$ cat config.mk
export PLATFORM = sky130hd
export DESIGN_NAME = wshb_arbiter_2m_flat
export DESIGN_NICKNAME = d
export VERILOG_FILES = /design/src/rtl/wshb_arbiter_2m_if.sv /design/src/rtl/wshb_arbiter_2m.sv /design/src/flat_wrapper.sv
export SDC_FILE = /design/constraint.sdc
export NUM_CORES = 1
export LEC_CHECK = 0
export BUFFER_PORTS_ARGS = -buffer_cell sky130_fd_sc_hd__buf_2
export CAP_MARGIN = 10
export CORE_AREA = 4 4 112 114
export DETAILED_ROUTE_END_ITERATION = 8
export DIE_AREA = 0 0 116 118
export HOLD_SLACK_MARGIN = 0.08
export MAX_ROUTING_LAYER = met4
export PLACE_DENSITY = 0.76
export SYNTH_ARGS = -nofsm -noshare
export SYNTH_HDL_FRONTEND = slang
export SYNTH_SLANG_ARGS = --single-unit
$ cat constraint.sdc
create_clock -name clk -period 5.04 [get_ports clk]
set_input_delay 1.008 -clock clk [delete_from_list [all_inputs] [get_ports clk]]
set_output_delay 1.008 -clock clk [all_outputs]
set_load 0.01 [all_outputs]
$ cat src/rtl/wshb_arbiter_2m_if.sv
// Wishbone link bundle shared by the arbiter's master-facing and slave-facing ports.
interface wshb_arbiter_2m_if #(
  parameter int unsigned ADR_W = 32,
  parameter int unsigned DAT_W = 16,
  parameter int unsigned SEL_W = DAT_W / 8
);
  logic             cyc;
  logic             stb;
  logic             we;
  logic [ADR_W-1:0] adr;
  logic [DAT_W-1:0] dat_ms;
  logic [DAT_W-1:0] dat_sm;
  logic [SEL_W-1:0] sel;
  logic [2:0]       cti;
  logic [1:0]       bte;
  logic             ack;

  // Seen from the side that initiates cycles.
  modport master (
    output cyc, stb, we, adr, dat_ms, sel, cti, bte,
    input  ack, dat_sm
  );

  // Seen from the side that answers cycles.
  modport slave (
    input  cyc, stb, we, adr, dat_ms, sel, cti, bte,
    output ack, dat_sm
  );
endinterface

$ cat src/rtl/wshb_arbiter_2m.sv
// Two-master, one-slave Wishbone arbiter. Round-robin at whole-cycle (cyc) granularity,
// no preemption, combinational request mux from registered ownership, per-master ack counters.
module wshb_arbiter_2m (
  input  logic               clk,
  input  logic               rst,
  wshb_arbiter_2m_if.slave   m0,
  wshb_arbiter_2m_if.slave   m1,
  wshb_arbiter_2m_if.master  s,
  output logic [1:0]         grant,
  output logic [31:0]        ack_cnt0,
  output logic [31:0]        ack_cnt1
);

  typedef enum logic [1:0] {StIdle, StOwn0, StOwn1} state_e;

  state_e      state_q;
  logic        last_q;      // master served most recently; the other wins a tie from idle
  logic [1:0]  grant_q;
  logic [31:0] ack_cnt0_q;
  logic [31:0] ack_cnt1_q;

  // Ownership FSM: hold while the owner keeps cyc, hand over directly when it drops.
  always_ff @(posedge clk or posedge rst) begin
    if (rst) begin
      state_q <= StIdle;
      last_q  <= 1'b0;
      grant_q <= 2'b00;
    end else begin
      unique case (state_q)
        StIdle: begin
          if (m0.cyc && (!m1.cyc || last_q)) begin
            state_q <= StOwn0;
            grant_q <= 2'b01;
          end else if (m1.cyc) begin
            state_q <= StOwn1;
            grant_q <= 2'b10;
          end
        end
        StOwn0: begin
          if (!m0.cyc) begin
            last_q <= 1'b0;
            if (m1.cyc) begin
              state_q <= StOwn1;
              grant_q <= 2'b10;
            end else begin
              state_q <= StIdle;
              grant_q <= 2'b00;
            end
          end
        end
        StOwn1: begin
          if (!m1.cyc) begin
            last_q <= 1'b1;
            if (m0.cyc) begin
              state_q <= StOwn0;
              grant_q <= 2'b01;
            end else begin
              state_q <= StIdle;
              grant_q <= 2'b00;
            end
          end
        end
        default: begin
          state_q <= StIdle;
          grant_q <= 2'b00;
        end
      endcase
    end
  end

  // Request mux and ack routing, both driven straight from the registered owner.
  always_comb begin
    s.cyc    = 1'b0;
    s.stb    = 1'b0;
    s.we     = 1'b0;
    s.adr    = '0;
    s.dat_ms = '0;
    s.sel    = '0;
    s.cti    = '0;
    s.bte    = '0;
    m0.ack   = 1'b0;
    m1.ack   = 1'b0;
    unique case (state_q)
      StOwn0: begin
        s.cyc    = m0.cyc;
        s.stb    = m0.stb;
        s.we     = m0.we;
        s.adr    = m0.adr;
        s.dat_ms = m0.dat_ms;
        s.sel    = m0.sel;
        s.cti    = m0.cti;
        s.bte    = m0.bte;
        m0.ack   = s.ack;
      end
      StOwn1: begin
        s.cyc    = m1.cyc;
        s.stb    = m1.stb;
        s.we     = m1.we;
        s.adr    = m1.adr;
        s.dat_ms = m1.dat_ms;
        s.sel    = m1.sel;
        s.cti    = m1.cti;
        s.bte    = m1.bte;
        m1.ack   = s.ack;
      end
      default: ;
    endcase
  end

  // Read data is broadcast; only the acked master will consume it.
  assign m0.dat_sm = s.dat_sm;
  assign m1.dat_sm = s.dat_sm;

  // Debug counters of acks actually delivered; free-running 32-bit wrap.
  always_ff @(posedge clk or posedge rst) begin
    if (rst) begin
      ack_cnt0_q <= '0;
      ack_cnt1_q <= '0;
    end else begin
      if (m0.ack) ack_cnt0_q <= ack_cnt0_q + 32'd1;
      if (m1.ack) ack_cnt1_q <= ack_cnt1_q + 32'd1;
    end
  end

  assign grant    = grant_q;
  assign ack_cnt0 = ack_cnt0_q;
  assign ack_cnt1 = ack_cnt1_q;

endmodule
$ cat src/flat_wrapper.sv
// flat-port wrapper written by rule: the top's interface ports become plain ports
module wshb_arbiter_2m_flat 
  (clk, rst, grant, ack_cnt0, ack_cnt1, m0_cyc, m0_stb, m0_we, m0_adr, m0_dat_ms, m0_sel, m0_cti, m0_bte, m0_ack, m0_dat_sm, m1_cyc, m1_stb, m1_we, m1_adr, m1_dat_ms, m1_sel, m1_cti, m1_bte, m1_ack, m1_dat_sm, s_cyc, s_stb, s_we, s_adr, s_dat_ms, s_sel, s_cti, s_bte, s_ack, s_dat_sm);
  wshb_arbiter_2m_if m0_i ();
  wshb_arbiter_2m_if m1_i ();
  wshb_arbiter_2m_if s_i ();
  input  logic clk;
  input  logic rst;
  output logic [1:0] grant;
  output logic [31:0] ack_cnt0;
  output logic [31:0] ack_cnt1;
  input wire logic [$bits(m0_i.cyc)-1:0] m0_cyc;
  input wire logic [$bits(m0_i.stb)-1:0] m0_stb;
  input wire logic [$bits(m0_i.we)-1:0] m0_we;
  input wire logic [$bits(m0_i.adr)-1:0] m0_adr;
  input wire logic [$bits(m0_i.dat_ms)-1:0] m0_dat_ms;
  input wire logic [$bits(m0_i.sel)-1:0] m0_sel;
  input wire logic [$bits(m0_i.cti)-1:0] m0_cti;
  input wire logic [$bits(m0_i.bte)-1:0] m0_bte;
  output wire logic [$bits(m0_i.ack)-1:0] m0_ack;
  output wire logic [$bits(m0_i.dat_sm)-1:0] m0_dat_sm;
  input wire logic [$bits(m1_i.cyc)-1:0] m1_cyc;
  input wire logic [$bits(m1_i.stb)-1:0] m1_stb;
  input wire logic [$bits(m1_i.we)-1:0] m1_we;
  input wire logic [$bits(m1_i.adr)-1:0] m1_adr;
  input wire logic [$bits(m1_i.dat_ms)-1:0] m1_dat_ms;
  input wire logic [$bits(m1_i.sel)-1:0] m1_sel;
  input wire logic [$bits(m1_i.cti)-1:0] m1_cti;
  input wire logic [$bits(m1_i.bte)-1:0] m1_bte;
  output wire logic [$bits(m1_i.ack)-1:0] m1_ack;
  output wire logic [$bits(m1_i.dat_sm)-1:0] m1_dat_sm;
  output wire logic [$bits(s_i.cyc)-1:0] s_cyc;
  output wire logic [$bits(s_i.stb)-1:0] s_stb;
  output wire logic [$bits(s_i.we)-1:0] s_we;
  output wire logic [$bits(s_i.adr)-1:0] s_adr;
  output wire logic [$bits(s_i.dat_ms)-1:0] s_dat_ms;
  output wire logic [$bits(s_i.sel)-1:0] s_sel;
  output wire logic [$bits(s_i.cti)-1:0] s_cti;
  output wire logic [$bits(s_i.bte)-1:0] s_bte;
  input wire logic [$bits(s_i.ack)-1:0] s_ack;
  input wire logic [$bits(s_i.dat_sm)-1:0] s_dat_sm;
  assign m0_i.cyc = m0_cyc;
  assign m0_i.stb = m0_stb;
  assign m0_i.we = m0_we;
  assign m0_i.adr = m0_adr;
  assign m0_i.dat_ms = m0_dat_ms;
  assign m0_i.sel = m0_sel;
  assign m0_i.cti = m0_cti;
  assign m0_i.bte = m0_bte;
  assign m0_ack = m0_i.ack;
  assign m0_dat_sm = m0_i.dat_sm;
  assign m1_i.cyc = m1_cyc;
  assign m1_i.stb = m1_stb;
  assign m1_i.we = m1_we;
  assign m1_i.adr = m1_adr;
  assign m1_i.dat_ms = m1_dat_ms;
  assign m1_i.sel = m1_sel;
  assign m1_i.cti = m1_cti;
  assign m1_i.bte = m1_bte;
  assign m1_ack = m1_i.ack;
  assign m1_dat_sm = m1_i.dat_sm;
  assign s_cyc = s_i.cyc;
  assign s_stb = s_i.stb;
  assign s_we = s_i.we;
  assign s_adr = s_i.adr;
  assign s_dat_ms = s_i.dat_ms;
  assign s_sel = s_i.sel;
  assign s_cti = s_i.cti;
  assign s_bte = s_i.bte;
  assign s_i.ack = s_ack;
  assign s_i.dat_sm = s_dat_sm;
  wshb_arbiter_2m u_core (.clk(clk), .rst(rst), .m0(m0_i), .m1(m1_i), .s(s_i), .grant(grant), .ack_cnt0(ack_cnt0), .ack_cnt1(ack_cnt1));
endmodule
[After elaboration in Yosys (flattened, before gate mapping)]
Cells that the tools add are included.
Word-level totals
  register bits: 67
  input bits: 135
  output and inout bits: 158
  word-level logic and storage cells: 38
Cells by class
  add/subtract/negate cells: 2
  eq/ne operators: 5
  multiplexer cells: 20
  reduce and logical (&&, ||, !) cells: 7
Operators with widths (number)
  adder 32 x 1 -> 32 bit, second input constant: 2
  one-hot mux 32 bit (2 select lines): 1
  one-hot mux 16 bit (2 select lines): 1
  two-way mux 2 bit: 5
  one-hot mux 1 bit (2 select lines): 4
  one-hot mux 2 bit (2 select lines): 2
  one-hot mux 2 bit (3 select lines): 1
  one-hot mux 3 bit (2 select lines): 1
  AND reduction 3 bit: 2
  two-way mux 1 bit: 5
  != test 2 bit, second input constant: 2
  != test 3 x 2 -> 1 bit, second input constant: 1
  equality test 2 x 1 -> 1 bit, second input constant: 1
  equality test 2 bit, second input constant: 1
  zero test 2 bit: 1
  nonzero test 2 bit: 1
  logical AND 1 bit: 1
  zero test 1 bit: 1
  logical OR 1 bit: 1

[Longest topological paths before layout]
  depth after elaboration: 5
  depth in mapped cells: 8
  mapped depth without buffers: 6

[Least setup slack after synthesis]
No wires, ideal clock.
  path type: flip-flop to output port
  start: register u_core.state_q[0]
  end: output s_cti[0]
  arrival time: 1.704 ns
  slack: 2.328 ns
  cell stages (with the launch flop): 8
  path buffers: 3
  path through: dfrtp_1 -> inv_1 -> ha_1 -> buf_2 -> clkbuf_1 -> buf_1 -> a22oi_1 -> nor2b_1
Between the ends
  word-level cells in the longest chain between the ends: 2
RTL lines
  from (decl): line wshb_arbiter_2m.sv:16  | state_e state_q;
  from (signal assigned): line wshb_arbiter_2m.sv:25  | state_q <= StIdle;
  from (signal assigned): line wshb_arbiter_2m.sv:32  | state_q <= StOwn0;
  from (signal assigned): line wshb_arbiter_2m.sv:35  | state_q <= StOwn1;
  equality test 2 bit / equality test 2 x 1 -> 1 bit (equally long branches): line wshb_arbiter_2m.sv:83  | unique case (state_q)
  one-hot mux 3 bit (2 select lines) (*): line wshb_arbiter_2m.sv:83
  to (decl): line flat_wrapper.sv:38  | output wire logic [$bits(s_i.cti)-1:0] s_cti;
Mark *: on every way between the ends. The rest lies on a longest branch, timed or not.

[Worst setup path in the final report]
  start: register u_core.state_q[1]
  end: output s_cyc
Between the ends
  word-level cells in the longest chain between the ends: 2
RTL lines
  equality test 2 bit / equality test 2 x 1 -> 1 bit (equally long branches): line wshb_arbiter_2m.sv:83
  one-hot mux 1 bit (2 select lines) (*): line wshb_arbiter_2m.sv:83
  to (decl): line flat_wrapper.sv:32  | output wire logic [$bits(s_i.cyc)-1:0] s_cyc;
Marked as above.

==> impl_metrics.toml <==
[run_status]
status = "completed"

[timing]
hold_viol_final = 0
rsz0062_at_grt = "false"
fin_crit_sh = 0.732
timing.final.ws_setup_ps = 1350
worst_pin_slew_ps = 1220
relSlewSlack = 0.188
skew_ps = 11.0
fmax_ghz = 0.271
finalMaxSlewViolations = 0
min_period_ps = 3690
setup_viol = 0
setup-tns-final_ps = 0

[placement]
routabilityCongestion = 0.935
dp_slack_ps = 1680
io_buffers = 244
hpwl_mm = 12.2
place_area_um2 = 5340

[cells_and_area]
final_nets = 792
synthToLayoutAreaGrowth_pct = 33.8
drive_gt1_frac = 0.421
fill_cells = 1103
utilization = 0.499
stdcell_area_um2 = 5700

[synth]
yosys-top-cells-count = "dfrtp_1 (67), a22oi_1 (58), nor2b_1 (58), xor2_1 (33), buf_4 (32)"
ys_seq_elements = 67
ys_warn_count = 0
synth_cell_types = 35
syn-num-nets = 593
ys_seq_area_frac = 0.394
syn_inst = 452
yosys_most_used_dff = "dfrtp_1"
synth_edf_count = 0
synth-async-reset-ratio = 1.00
synthesis.area_um2 = 4260
syn_avg_cell_area_um2 = 9.42
yosys-top-cells-area = "dfrtp_1 (39%), a22oi_1 (10%), nor2b_1 (8.5%)"
yosys.area.top_type_share = 0.394
yosys.area.top_type = "dfrtp_1"
yosysMostFrequentCell = "dfrtp_1"

[global_routing]
grt-ovfl-total = 0
grt_util_met3 = 0.0797
use_met2 = 0.335
grt_max_degree = 64
grt_pass1_vias = 4111
antenna_found_initial = 8
grt_use_total = 0.220
use_met1 = 0.285
grt_pass1_wl_mm = 23.2
top_usage_layer = "met2"

[worst_setup_path]
max_stage_delay_ps = 1000
r2r_setup_slack_ps = 1970
worst_setup_path_start_kind = "flip-flop"
critPathBufInv = 2
worstPathArrival_ps = 2680
reg2reg_depth = 6
cp-startpoint = "u_core.state_q[1]"
slowest_stage = "ha_2"
crit_chain = "inv_1 -> ha_2 -> a22oi_1 -> nor2b_1 -> buf_2"
cp.required_ps = 4030
end_kind = "primary output"
critical_path_class = "flip-flop to primary output"
reg2reg_to = "u_core.ack_cnt0[29]"
reg2reg_from = "u_core.state_q[1]"
crit_fanout = 63
crit_family = "adder cells"

[clock_tree]
cts.sinks = 67
ctsResizeCount = 0
cts.path.max_buffers = 2
cts_tree = "done"
cts-htree-levels = 3
cts_setup_buffers = 0
cts_hold_buf = 0
clk_latency_ps = 320
root_buffer = "clkbuf_16"
cts_made_buffers = 9
clk_pin_slew_worst_paths_ps = 50

[drt]
ant_nets = 0
viasPerCell = 5.21
drt_iter0_drc = 304
routed_wl_mm = 15.1
vias = 4208
wire_per_inst_um = 18.7
drc = 0
firstDrtPassIters = 5

[power]
power-per-cell-area_nw_per_um2 = 401
totalPowerFinal_mw = 2.28
p_seq_frac = 0.276
ir_drop_mv = 0.239
intPower_mw = 1.46
switchingPower_uw = 818
power_frac_comb = 0.420
p_sw_frac = 0.358
total_leakage_power_nw = 3.00
clkPwrFrac = 0.304

[min_path]
hp-start = "u_core.ack_cnt1[31]"
hp-class = "flip-flop to flip-flop"
min_to = "u_core.ack_cnt1[31]"
hold_depth = 1

[die]
row_count = 39
die_h_um = 118
start_util = 0.373
io_pins = 293
core_um2 = 11400
fp.dieW_um = 116
die_area_um2 = 13700

[run]
drv_cap = 0
[sequential cells by signal, summed over array words and instances, names as in the netlist]
| name | count |
|---|---|
| u_core.ack_cnt0 | 32 |
| u_core.last_q | 1 |
| u_core.ack_cnt1 | 32 |
| u_core.state_q | 2 |
[area by class of cell]
| class | instances | area (µm²) | area share |
|---|---|---|---|
| timing repair buffer | 247 | 1240 | 0.218 |
| inverter | 6 | 22.5 | 0.00395 |
| clock inverter | 5 | 83.8 | 0.0147 |
| antenna | 8 | 20.0 | 0.00351 |
| multi-input combinational | 320 | 2220 | 0.390 |
| tap | 143 | 179 | 0.0314 |
| clock buffer | 11 | 253 | 0.0443 |
| sequential | 67 | 1680 | 0.294 |
[per-layer routing]
metal	part of all wire	routed length, µm
met1	0.42	6280
met2	0.47	7060
met3	0.10	1560
met4	0.013	195
met5	0	0
[power by group through the flow]
| stage | clock network [mW] | registers [mW] | logic, mW |
|---|---|---|---|
| 2_1_floorplan | 0 | 0.647 | 0.623 |
| 3_3_place_gp | 0 | 0.633 | 0.949 |
| 3_5_place_dp | 0 | 0.640 | 0.968 |
| 4_1_cts | 0.703 | 0.631 | 0.968 |
| 5_1_grt | 0.724 | 0.638 | 1.05 |
| 6_report | 0.693 | 0.631 | 0.959 |
[worst max-delay path by stage]
stage	to	slack [ps]	cells past startpoint
floorplan	s_cti[0]	2330	7
global placement	s_cyc	1790	5
detailed placement	s_cyc	1680	5
CTS	s_cyc	1350	5
global route	s_cyc	1150	5
finish	s_cyc	1350	5
[stage by stage]
| stage | cells | hold slack [ps] |
|---|---|---|
| final | 807 | 466 |
| after global placement | 783 | 455 |
| after floorplan | 452 | 457 |
| after CTS | 799 | 470 |
| after detailed placement | 783 | 460 |
| after global routing | 807 | 493 |
[cells in the final DEF, fill, tap and decap left out, types with 12 or more instances in the layout]
cell	n
buf_2	244
dfrtp_1	67
a22oi_1	58
nor2b_1	58
xor2_1	33
nand2_1	30
xnor2_1	29
nand4_1	20
nand3_1	13
and4_1	12
nor3_1	12
nor2_1	12
[logic make-up (layout without fill, tap and decap cells)]
logic type | count (synthesis) | count (layout) | share of synthesized area
and+or+nand+nor | 186 | 186 | 0.258
DFF | 67 | 67 | 0.394
buffers and inverters | 65 | 269 | 0.0872
AOI/OAI and AO/OA | 64 | 64 | 0.111
xor gates and xnor gates | 62 | 62 | 0.127
adders and majority gates | 6 | 6 | 0.0176
muxes | 2 | 2 | 0.00529
other | 0 | 8 | 0
Note: power is estimated with default switching activity, not from simulation.
